==> config.mk <==
export PLATFORM = sky130hd
export DESIGN_NAME = lsu_mem_stage
export DESIGN_NICKNAME = d
export VERILOG_FILES = /design/src/rtl/lsu_mem_stage.sv
export SDC_FILE = /design/constraint.sdc
export NUM_CORES = 1
export LEC_CHECK = 0
export ABC_AREA = 1
export BUFFER_PORTS_ARGS = -buffer_cell sky130_fd_sc_hd__clkbuf_2
export CAP_MARGIN = 25
export CORE_UTILIZATION = 45
export CTS_CLUSTER_SIZE = 8
export DETAILED_ROUTE_END_ITERATION = 7
export GPL_ROUTABILITY_DRIVEN = 0
export HOLD_SLACK_MARGIN = 0.08
export MAX_ROUTING_LAYER = met4
export PLACE_DENSITY = 0.73
export SLEW_MARGIN = 10
export SYNTH_ARGS = -nofsm -noshare
export SYNTH_HDL_FRONTEND = slang
export SYNTH_SLANG_ARGS = --single-unit
==> constraint.sdc <==
create_clock -name clk -period 2 [get_ports clk]
set_input_delay 0.2 -clock clk [delete_from_list [all_inputs] [get_ports clk]]
set_output_delay 0.2 -clock clk [all_outputs]
set_load 0.1 [all_outputs]
==> src/rtl/lsu_mem_stage.sv <==
`default_nettype none
// =============================================================================
// Module  : lsu_mem_stage
// Purpose : RV32I memory-stage LSU. Drives a req/gnt/rvalid data bus and returns
//           lane-aligned, extended load data. Macro LSU_MISALIGN_TRAP_EN enables
//           misalignment traps and a RESP_LAT_MAX response timeout.
// Rev     : 1.0
// =============================================================================
module lsu_mem_stage #(
  parameter int unsigned ADDR_W       = 32,
  parameter int unsigned RESP_LAT_MAX = 16
) (
  input  logic              clk,
  input  logic              rst,
  input  logic              ex_valid,
  input  logic              mem_read,
  input  logic              mem_write,
  input  logic [2:0]        funct3,
  input  logic [31:0]       alu_result,
  input  logic [31:0]       store_data,
  output logic              stall,
  output logic [31:0]       mem_data,
  output logic              mem_valid,
  output logic              fault,
  output logic              dmem_req,
  output logic              dmem_we,
  output logic [ADDR_W-1:0] dmem_addr,
  output logic [31:0]       dmem_wdata,
  output logic [3:0]        dmem_wstrb,
  input  logic              dmem_gnt,
  input  logic              dmem_rvalid,
  input  logic [31:0]       dmem_rdata
);

  typedef enum logic [1:0] {
    S_IDLE = 2'd0,
    S_REQ  = 2'd1,
    S_RESP = 2'd2,
    S_DONE = 2'd3
  } state_t;

  if ((RESP_LAT_MAX < 1) || (ADDR_W < 3) || (ADDR_W > 32)) begin : g_cfg_check
    $error("lsu_mem_stage: unsupported RESP_LAT_MAX/ADDR_W configuration");
  end

  state_t            state_q;
  logic [ADDR_W-1:0] addr_q;
  logic [2:0]        funct3_q;
  logic [1:0]        off_q;
  logic              we_q;
  logic [31:0]       wdata_q;
  logic [3:0]        wstrb_q;
  logic [31:0]       mem_data_q;

  logic        new_op, is_b, is_h, trap_d, go_bus, timeout;
  logic [1:0]  off, off_d;
  logic [3:0]  wstrb_d;
  logic [31:0] wdata_d, lane, load_d;

  assign new_op = ex_valid & (mem_read | mem_write);

  // Funct3 low bits pick the size; 011/110/111 fall through to word.
  always_comb begin
    off     = alu_result[1:0];
    is_b    = (funct3[1:0] == 2'b00);
    is_h    = (funct3[1:0] == 2'b01);
    off_d   = 2'b00;
    wstrb_d = 4'b1111;
    wdata_d = store_data;
    if (is_b) begin
      off_d   = off;
      wstrb_d = 4'b0001 << off;
      wdata_d = {4{store_data[7:0]}};
    end else if (is_h) begin
      off_d   = {off[1], 1'b0};
      wstrb_d = 4'b0011 << off_d;
      wdata_d = {2{store_data[15:0]}};
    end
    if (!mem_write) begin
      wstrb_d = 4'b0000;
    end
  end

  always_comb begin
    lane   = dmem_rdata >> {off_q, 3'b000};
    load_d = lane;
    if (funct3_q[1:0] == 2'b00) begin
      load_d = {{24{~funct3_q[2] & lane[7]}}, lane[7:0]};
    end else if (funct3_q[1:0] == 2'b01) begin
      load_d = {{16{~funct3_q[2] & lane[15]}}, lane[15:0]};
    end
  end

`ifdef LSU_MISALIGN_TRAP_EN
  localparam int unsigned CNT_W = $clog2(RESP_LAT_MAX + 1);

  logic [CNT_W-1:0] cnt_q;
  logic             fault_q;

  assign trap_d  = is_h ? off[0] : (!is_b && (off != 2'b00));
  assign timeout = (state_q == S_RESP) && !dmem_rvalid &&
                   (cnt_q == CNT_W'(RESP_LAT_MAX - 1));

  always_ff @(posedge clk) begin
    if (rst) begin
      cnt_q   <= '0;
      fault_q <= 1'b0;
    end else begin
      cnt_q   <= (state_q == S_RESP) ? cnt_q + 1'b1 : '0;
      fault_q <= ((state_q == S_IDLE) && new_op && trap_d) || timeout;
    end
  end

  assign fault = fault_q;
`else
  assign trap_d  = 1'b0;
  assign timeout = 1'b0;
  assign fault   = 1'b0;
`endif

  assign go_bus = new_op & ~trap_d;

  always_ff @(posedge clk) begin
    if (rst) begin
      state_q    <= S_IDLE;
      addr_q     <= '0;
      funct3_q   <= 3'b000;
      off_q      <= 2'b00;
      we_q       <= 1'b0;
      wdata_q    <= 32'h0;
      wstrb_q    <= 4'h0;
      mem_data_q <= 32'h0;
    end else begin
      unique case (state_q)
        S_IDLE: begin
          if (go_bus) begin
            state_q  <= S_REQ;
            addr_q   <= {alu_result[ADDR_W-1:2], 2'b00};
            funct3_q <= funct3;
            off_q    <= off_d;
            we_q     <= mem_write;
            wdata_q  <= wdata_d;
            wstrb_q  <= wstrb_d;
          end else if (new_op) begin
            state_q <= S_DONE;  // trapped misaligned op: no bus traffic
          end
        end
        S_REQ: begin
          if (dmem_gnt) begin
            if (dmem_rvalid) begin
              state_q <= S_DONE;
              if (!we_q) begin
                mem_data_q <= load_d;
              end
            end else begin
              state_q <= S_RESP;
            end
          end
        end
        S_RESP: begin
          if (dmem_rvalid) begin
            state_q <= S_DONE;
            if (!we_q) begin
              mem_data_q <= load_d;
            end
          end else if (timeout) begin
            state_q <= S_DONE;
          end
        end
        S_DONE: begin
          state_q <= S_IDLE;
        end
        default: begin
          state_q <= S_IDLE;
        end
      endcase
    end
  end

  assign stall      = (state_q == S_REQ) || (state_q == S_RESP) ||
                      ((state_q == S_IDLE) && new_op);
  assign mem_valid  = (state_q == S_DONE);
  assign mem_data   = mem_data_q;
  assign dmem_req   = (state_q == S_REQ);
  assign dmem_we    = we_q;
  assign dmem_addr  = addr_q;
  assign dmem_wdata = wdata_q;
  assign dmem_wstrb = wstrb_q;

endmodule
`default_nettype wire

==> results of run 1 <==
state kept, by name (all words and copies together), names as in the netlist:
signal      count
dmem_we         1
state_q         2
dmem_addr      30
dmem_wdata     32
dmem_wstrb      4
mem_data       32
off_q           2
funct3_q        3
worst min-delay path by stage:
stage | from | to | slack [ns] | cells past startpoint
after floorplan | alu_result[30] | dmem_addr[30] | 0.34 | 2
after global placement | alu_result[26] | dmem_addr[26] | 0.43 | 3
after detailed placement | alu_result[15] | dmem_addr[15] | 0.44 | 3
after CTS | store_data[12] | dmem_wdata[12] | 0.08 | 3
after global routing | store_data[7] | dmem_wdata[7] | 0.1 | 3
final | store_data[12] | dmem_wdata[12] | 0.1 | 3
worst reg2reg max path: stages, from the launching register on:
cell and delay (ns):
dfxtp_4 0.39, inv_1 0.09, ha_2 0.34, nand4_2 0.12, inv_2 0.19, buf_12 0.20, o21ai_0 0.10, a21oi_1 0.15
nor2_1 0.05
metrics by stage:
stage / area, um^2 / power (mW) / hold WS (ns) / utilization / cells
floorplan: 4840 / 8.47 / 0.343 / - / 686
global placement: 5900 / 9.45 / 0.431 / 0.569 / 990
detailed placement: 5900 / 9.53 / 0.437 / 0.569 / 990
CTS: 6600 / 11.2 / 0.0804 / 0.636 / 1051
global route: 6600 / 11.7 / 0.0984 / 0.637 / 1051
finish: 6600 / 11.2 / 0.0990 / 0.637 / 1051
Yosys cell counts (2+ instances only):
cell type	count	area, um^2
inv_1	39	146
buf_4	10	75.1
nand2b_1	2	12.5
dfxtp_1	106	2120
buf_2	14	70.1
clkbuf_1	19	71.3
o21ai_1	3	15.0
inv_2	7	26.3
a21oi_1	92	460
buf_6	4	45.0
nor2_1	65	244
o21ai_0	92	460
a31oi_1	13	81.3
nand3_1	13	65.1
nand3_2	3	30.0
o211a_1	5	50.1
nand4_1	5	31.3
nand2_2	4	25.0
nand2_1	172	646
ha_1	6	75.1
power by group:
group          total (mW)  switching (mW)  internal (mW)
clock                1.59           0.757          0.829
combinational        6.59            5.44           1.14
sequential           3.02           0.345           2.67
total                11.2            6.55           4.64
metal layers:
metal	global-route usage	vias up
met5	-	-
met1	0.328	2457
li1	-	2680
met2	0.486	273
met4	0.119	0
met3	0.0470	34
cell type report:
class | instances | area [um^2] | area share
timing repair buffer | 261 | 1610 | 0.243
clock inverter | 7 | 118 | 0.0178
multi-input combinational | 484 | 2270 | 0.344
sequential | 106 | 2130 | 0.322
inverter | 48 | 184 | 0.0279
clock buffer | 9 | 124 | 0.0188
tap | 136 | 170 | 0.0258
cells by family (layout without fill, tap and decap cells):
group / after synthesis / in the layout
compound gates: 206 / 206
fa+ha+maj: 6 / 6
buf+inv: 96 / 325
flops: 106 / 106
other cells: 1 / 3
simple gates: 269 / 269
timing repair:
item	4_1_cts	5_1_grt
pin swaps	0	0
hold endpoints to repair	45	0
hold buffers	45	0
buffers inserted	0	0
endpoints found under the setup margin	1	1
resized for setup	2	2
==> summary.txt, run 1 <==
Outcome
  – Status: finished, final reports clean

Clocking
  – Clk_lat worst skew: 0.38 ns
  – H-Tree Depth: 3
  – Clock root buffer: clkbuf_8
  – Clock sink count: 106
  – Clk slew on worst S/H paths: 0.10 ns
  – CTS tree: built
  – CTS max path bufs: 2
  – Clock buffer count from CTS: 9

Logic synthesis
  – Post-synthesis xor/xnor area fraction: 0
  – Compound-Gate Fraction of Synth Area: 0.222
  – Flops & latches, synth: approximately 110
  – Adder-cell share of the synthesized area: 0.0155
  – Synth cell types: 30
  – Main combinational cell family by area after synthesis: simple AND/OR/NAND/NOR gates
  – Post-synthesis sequential area ratio: 0.439
  – Syn Std Cell Area: slightly below 0.005 mm^2
  – Primary FF master, synth: dfxtp_1
  – Post-Synth Simple-Gate Area: 0.229
  – Syn_area_per_cell: 7.06 um^2
  – Yosys warnings: 0
  – Post-synth ARST share: 0
  – Post-synth EDFFs: 0
  – Fraction of synthesized area in multiplexers: 0
  – Post-Syn Instances: 684

Layout
  – Share of layout cells above drive strength 1: 0.280
  – Most frequent cells in the layout: clkbuf_2 (206), nand2_1 (172), dfxtp_1 (104)
  – Layout area overhead: 36.6%
  – Layout net count: slightly above 1k
  – N_diodes: 0
  – Commonest non-fill, non-tap cell in the layout: clkbuf_2
  – Fill cell count: 936

Power and ir drop
  – Pwr Density: 1690 mW/mm^2
  – Leakage power: 3.27 nW
  – Maximum vdd drop: 0.000894 V

STA
  – TNS Setup: 0 ns
  – Final setup margin: just over 0.1 ns
  – Period minus WS final: 1.90 ns
  – Hold Vio Cnt, Final: 0
  – Fmax: 527 MHz
  – Clock skew: 0.00987 ns
  – RSZ-0062 raised after global routing: no
  – Relative slew margins: 0.612
  – Least-Margin Pin Slew: 0.585 ns
  – Final setup fails: 0
  – Pins Over Slew Limit: 0
  – Crit share post-route: 0.949

Critical path
  – CP cell instances: inv_1 > ha_2 > nand3_4 > inv_4 > or2_2 > buf_12
  – Delay-heaviest family, CP: simple AND/OR/NAND/NOR gates
  – Worst path bufs/invs: 3
  – Crit end category: output port
  – Crit. Startpoint: state_q[0]
  – Crit-path max FO: 7
  – R2r worst-path depth: 8
  – Critical Path RT: 1.80 ns
  – Crit-path max cell delay: around 0.39 ns
  – Worst path depth: 6
  – Reg2reg setup slack: 0.27 ns
  – WS Path Type: register to output port
  – R2R Path Start: state_q[0]
  – Master of the slowest instance on the critical path: dfxtp_4
  – Reg2reg end: mem_data[6]
  – WP data arrival: 1.70 ns
  – CP Capture Point: stall
  – Critical path startpoint category: register

Routing
  – Drt total wl: 15200 um
  – WL met1: 6060 um
  – Met3 wire len: roughly 1200 um
  – Router iterations before antenna repair: 5
  – Vias: 5444
  – Top Metal Used: met4
  – Iter 0 DRT Violations: 370
  – Routed length per instance: around 14 um
  – Antenna-violating nets left: 0
  – DRC Markers: 0
  – DR WL met2: 7490 um
  – Drt via density: approximately 5.2

Global route
  – Initial antenna violation count: 0
  – First-pass GRT wire length: about 24000 um
  – Vias in the first global route: 5210
  – Gr usage total: 0.283
  – Largest net degree at the start of global routing: about 90
  – GRT overflow: 0

Job
  – MaxCap Viol Count: 0

Placement
  – Port Buffers: 207
  – DP Worst Slack: 0.175 ns
  – DP Wirelength: 10000 um

Floorplanning
  – Die Y: 106 um
  – # rows: 37
  – Die width: roughly 110 um
  – Area of the core: 0.0104 mm^2
  – Starting Density: 0.466
  – # IOs: approximately 210
  – Die Area: 0.0112 mm^2

Hold path
  – Hold Path Class: input pin to register
Note: power is estimated with default switching activity, not from simulation.
==> inputs of run 2 (changes only) <==
CORE_ASPECT_RATIO = 1.5   (was not set)
CTS_CLUSTER_SIZE = not set   (was 8)
PLACE_DENSITY = 0.76   (was 0.73)
==> run 2 against run 1 <==
  * Worst setup slack better by 0.0082 ns
  * Final cell count down 0.67%
  * Die area about the same
  * Register-to-register slack improved by 0.04 ns
  * Routed wire length fell by 6.5%
  * Sequential share of layout area up 0.49 points
  * Critical endpoint unchanged
  * Hold slack got worse by 0.011 ns
  * Critical path type unchanged
  * Clock skew shrank 0.0021 ns
==> summary.txt, run 2 (synthesis results as in run 1) <==
Outcome
  – Status: finished, final reports clean

Global route
  – Vias in the first global route: 4692
  – Initial antenna violation count: 0
  – First-pass GRT wire length: 21900 um
  – Largest net degree at the start of global routing: 61
  – GRT overflow: 0
  – Gr usage total: 0.256

Layout
  – Fin area: around 0.0065 mm^2
  – N_diodes: 0
  – Commonest non-fill, non-tap cell in the layout: clkbuf_2
  – Fill cell count: 971
  – Layout area overhead: 34.3%
  – Layout net count: between 1k and 1.5k
  – Post-layout util: 0.616
  – Most frequent cells in the layout: clkbuf_2 (206), nand2_1 (172), dfxtp_1 (106)
  – Share of layout cells above drive strength 1: 0.289

STA
  – Least-Margin Pin Slew: ~0.58 ns
  – Crit share post-route: 0.945
  – TNS Setup: 0 ns
  – Relative slew margins: 0.617
  – Hold Vio Cnt, Final: 0
  – Fmax: 529 MHz
  – Clock skew: ~0.0078 ns
  – Final setup margin: 0.109 ns
  – Pins Over Slew Limit: 0
  – Final setup fails: 0
  – RSZ-0062 raised after global routing: no
  – Period minus WS final: 1.89 ns

Floorplanning
  – Area of the core: 0.0105 mm^2
  – Die Area: 0.0112 mm^2
  – Die width: roughly 87 um
  – # rows: 46
  – # IOs: roughly 210
  – Die Y: around 130 um
  – Starting Density: 0.459

Routing
  – Drt via density: 5.01
  – Drt total wl: 14200 um
  – Antenna-violating nets left: 0
  – DRC Markers: 0
  – Iter 0 DRT Violations: 217
  – Vias: around 5.2k
  – Router iterations before antenna repair: 4
  – Routed length per instance: roughly 14 um

Placement
  – DP Worst Slack: 0.296 ns
  – Dpl cell area: 0.00595 mm^2
  – Port Buffers: 207
  – DP Wirelength: 9820 um

Clocking
  – Clock buffer count from CTS: 9
  – H-Tree Depth: 3
  – Clock sink count: about 110
  – CTS max path bufs: 2
  – Clock root buffer: clkbuf_16
  – Clk_lat worst skew: around 0.35 ns
  – Clk slew on worst S/H paths: approximately 0.080 ns
  – CTS tree: built
  – Post-CTS setup buffer count: 0

Power and ir drop
  – Pwr Density: 1740 mW/mm^2
  – Power Total: 11.3 mW
  – Maximum vdd drop: 0.000975 V
  – Leakage power: 3.24 nW

Critical path
  – Critical path startpoint category: register
  – R2R Path Start: state_q[1]
  – WP data arrival: 1.69 ns
  – R2r worst-path depth: 8
  – Crit-path max FO: 13
  – WS Path Type: register to output port
  – Critical Path RT: 1.80 ns
  – CP cell instances: inv_2 > ha_2 > nand3_4 > inv_4 > or2_2 > buf_12
  – Crit-path max cell delay: 0.36 ns
  – Reg2reg end: mem_data[3]
  – Master of the slowest instance on the critical path: dfxtp_1
  – Reg2reg setup slack: roughly 0.31 ns
  – Crit end category: output port

Hold path
  – HP Start: alu_result[17]
  – Hold Path Class: input pin to register
  – Hold Path Depth: 3
  – Hold Path End: dmem_addr[17]

Job
  – MaxCap Viol Count: 0
==> run 2: cell count changes in the layout (fill, tap and decap cells not counted), sizes merged <==
cell / change
buf: +5
clkinvlp: -2
clkinv: +1
bufinv: -3
inv: +4
dlygate4sd3: -20
==> run 2: metrics by stage <==
stage | cells | hold WS, ns
after floorplan | 686 | 0.343
after global placement | 1003 | 0.433
after detailed placement | 1003 | 0.438
after CTS | 1044 | 0.0837
after global routing | 1044 | 0.0930
final | 1044 | 0.0882
==> run 2: how the worst max path moves through the flow <==
| stage | end | depth (start not counted) | startpoint |
|---|---|---|---|
| 2_1_floorplan | mem_data[17] | 9 | state_q[1] |
| 3_3_place_gp | mem_data[3] | 8 | state_q[1] |
| 3_5_place_dp | mem_data[3] | 8 | state_q[1] |
| 4_1_cts | stall | 6 | state_q[1] |
| 5_1_grt | stall | 6 | state_q[1] |
| 6_report | stall | 6 | state_q[1] |
==> run 2: cell type report <==
| class | instances | area, um^2 | share of cell area |
|---|---|---|---|
| clock inverter | 7 | 58.8 | 0.00907 |
| timing repair buffer | 246 | 1440 | 0.223 |
| tap | 144 | 180 | 0.0278 |
| multi-input combinational | 484 | 2270 | 0.350 |
| inverter | 48 | 184 | 0.0284 |
| clock buffer | 9 | 225 | 0.0347 |
| sequential | 106 | 2120 | 0.327 |
==> run 2: metal layers <==
metal	GRT usage	wire (um)
met1	0.283	5720
met2	0.441	7280
met3	0.0455	732
met4	0.126	453
met5	-	0
==> run 2: timing repair <==
action	in CTS	in global routing
endpoints found under the hold margin	25	0
endpoints found under the setup margin	0	1
hold buffers	25	0
resized for setup	0	2
==> run 2: worst max-delay path: cells and delay by family (launching register included) <==
kind | cells | cell delay (ns)
fa+ha+maj | 1 | 0.21
buf+inv | 3 | 0.35
flops | 1 | 0.36
simple gates | 2 | 0.43
==> run 2: where the power goes <==
group | switching (mW) | internal (mW) | leakage [nW]
Combinational | 5.44 | 1.15 | 2.23
Clock | 0.840 | 0.868 | 0.139
Sequential | 0.303 | 2.67 | 0.869
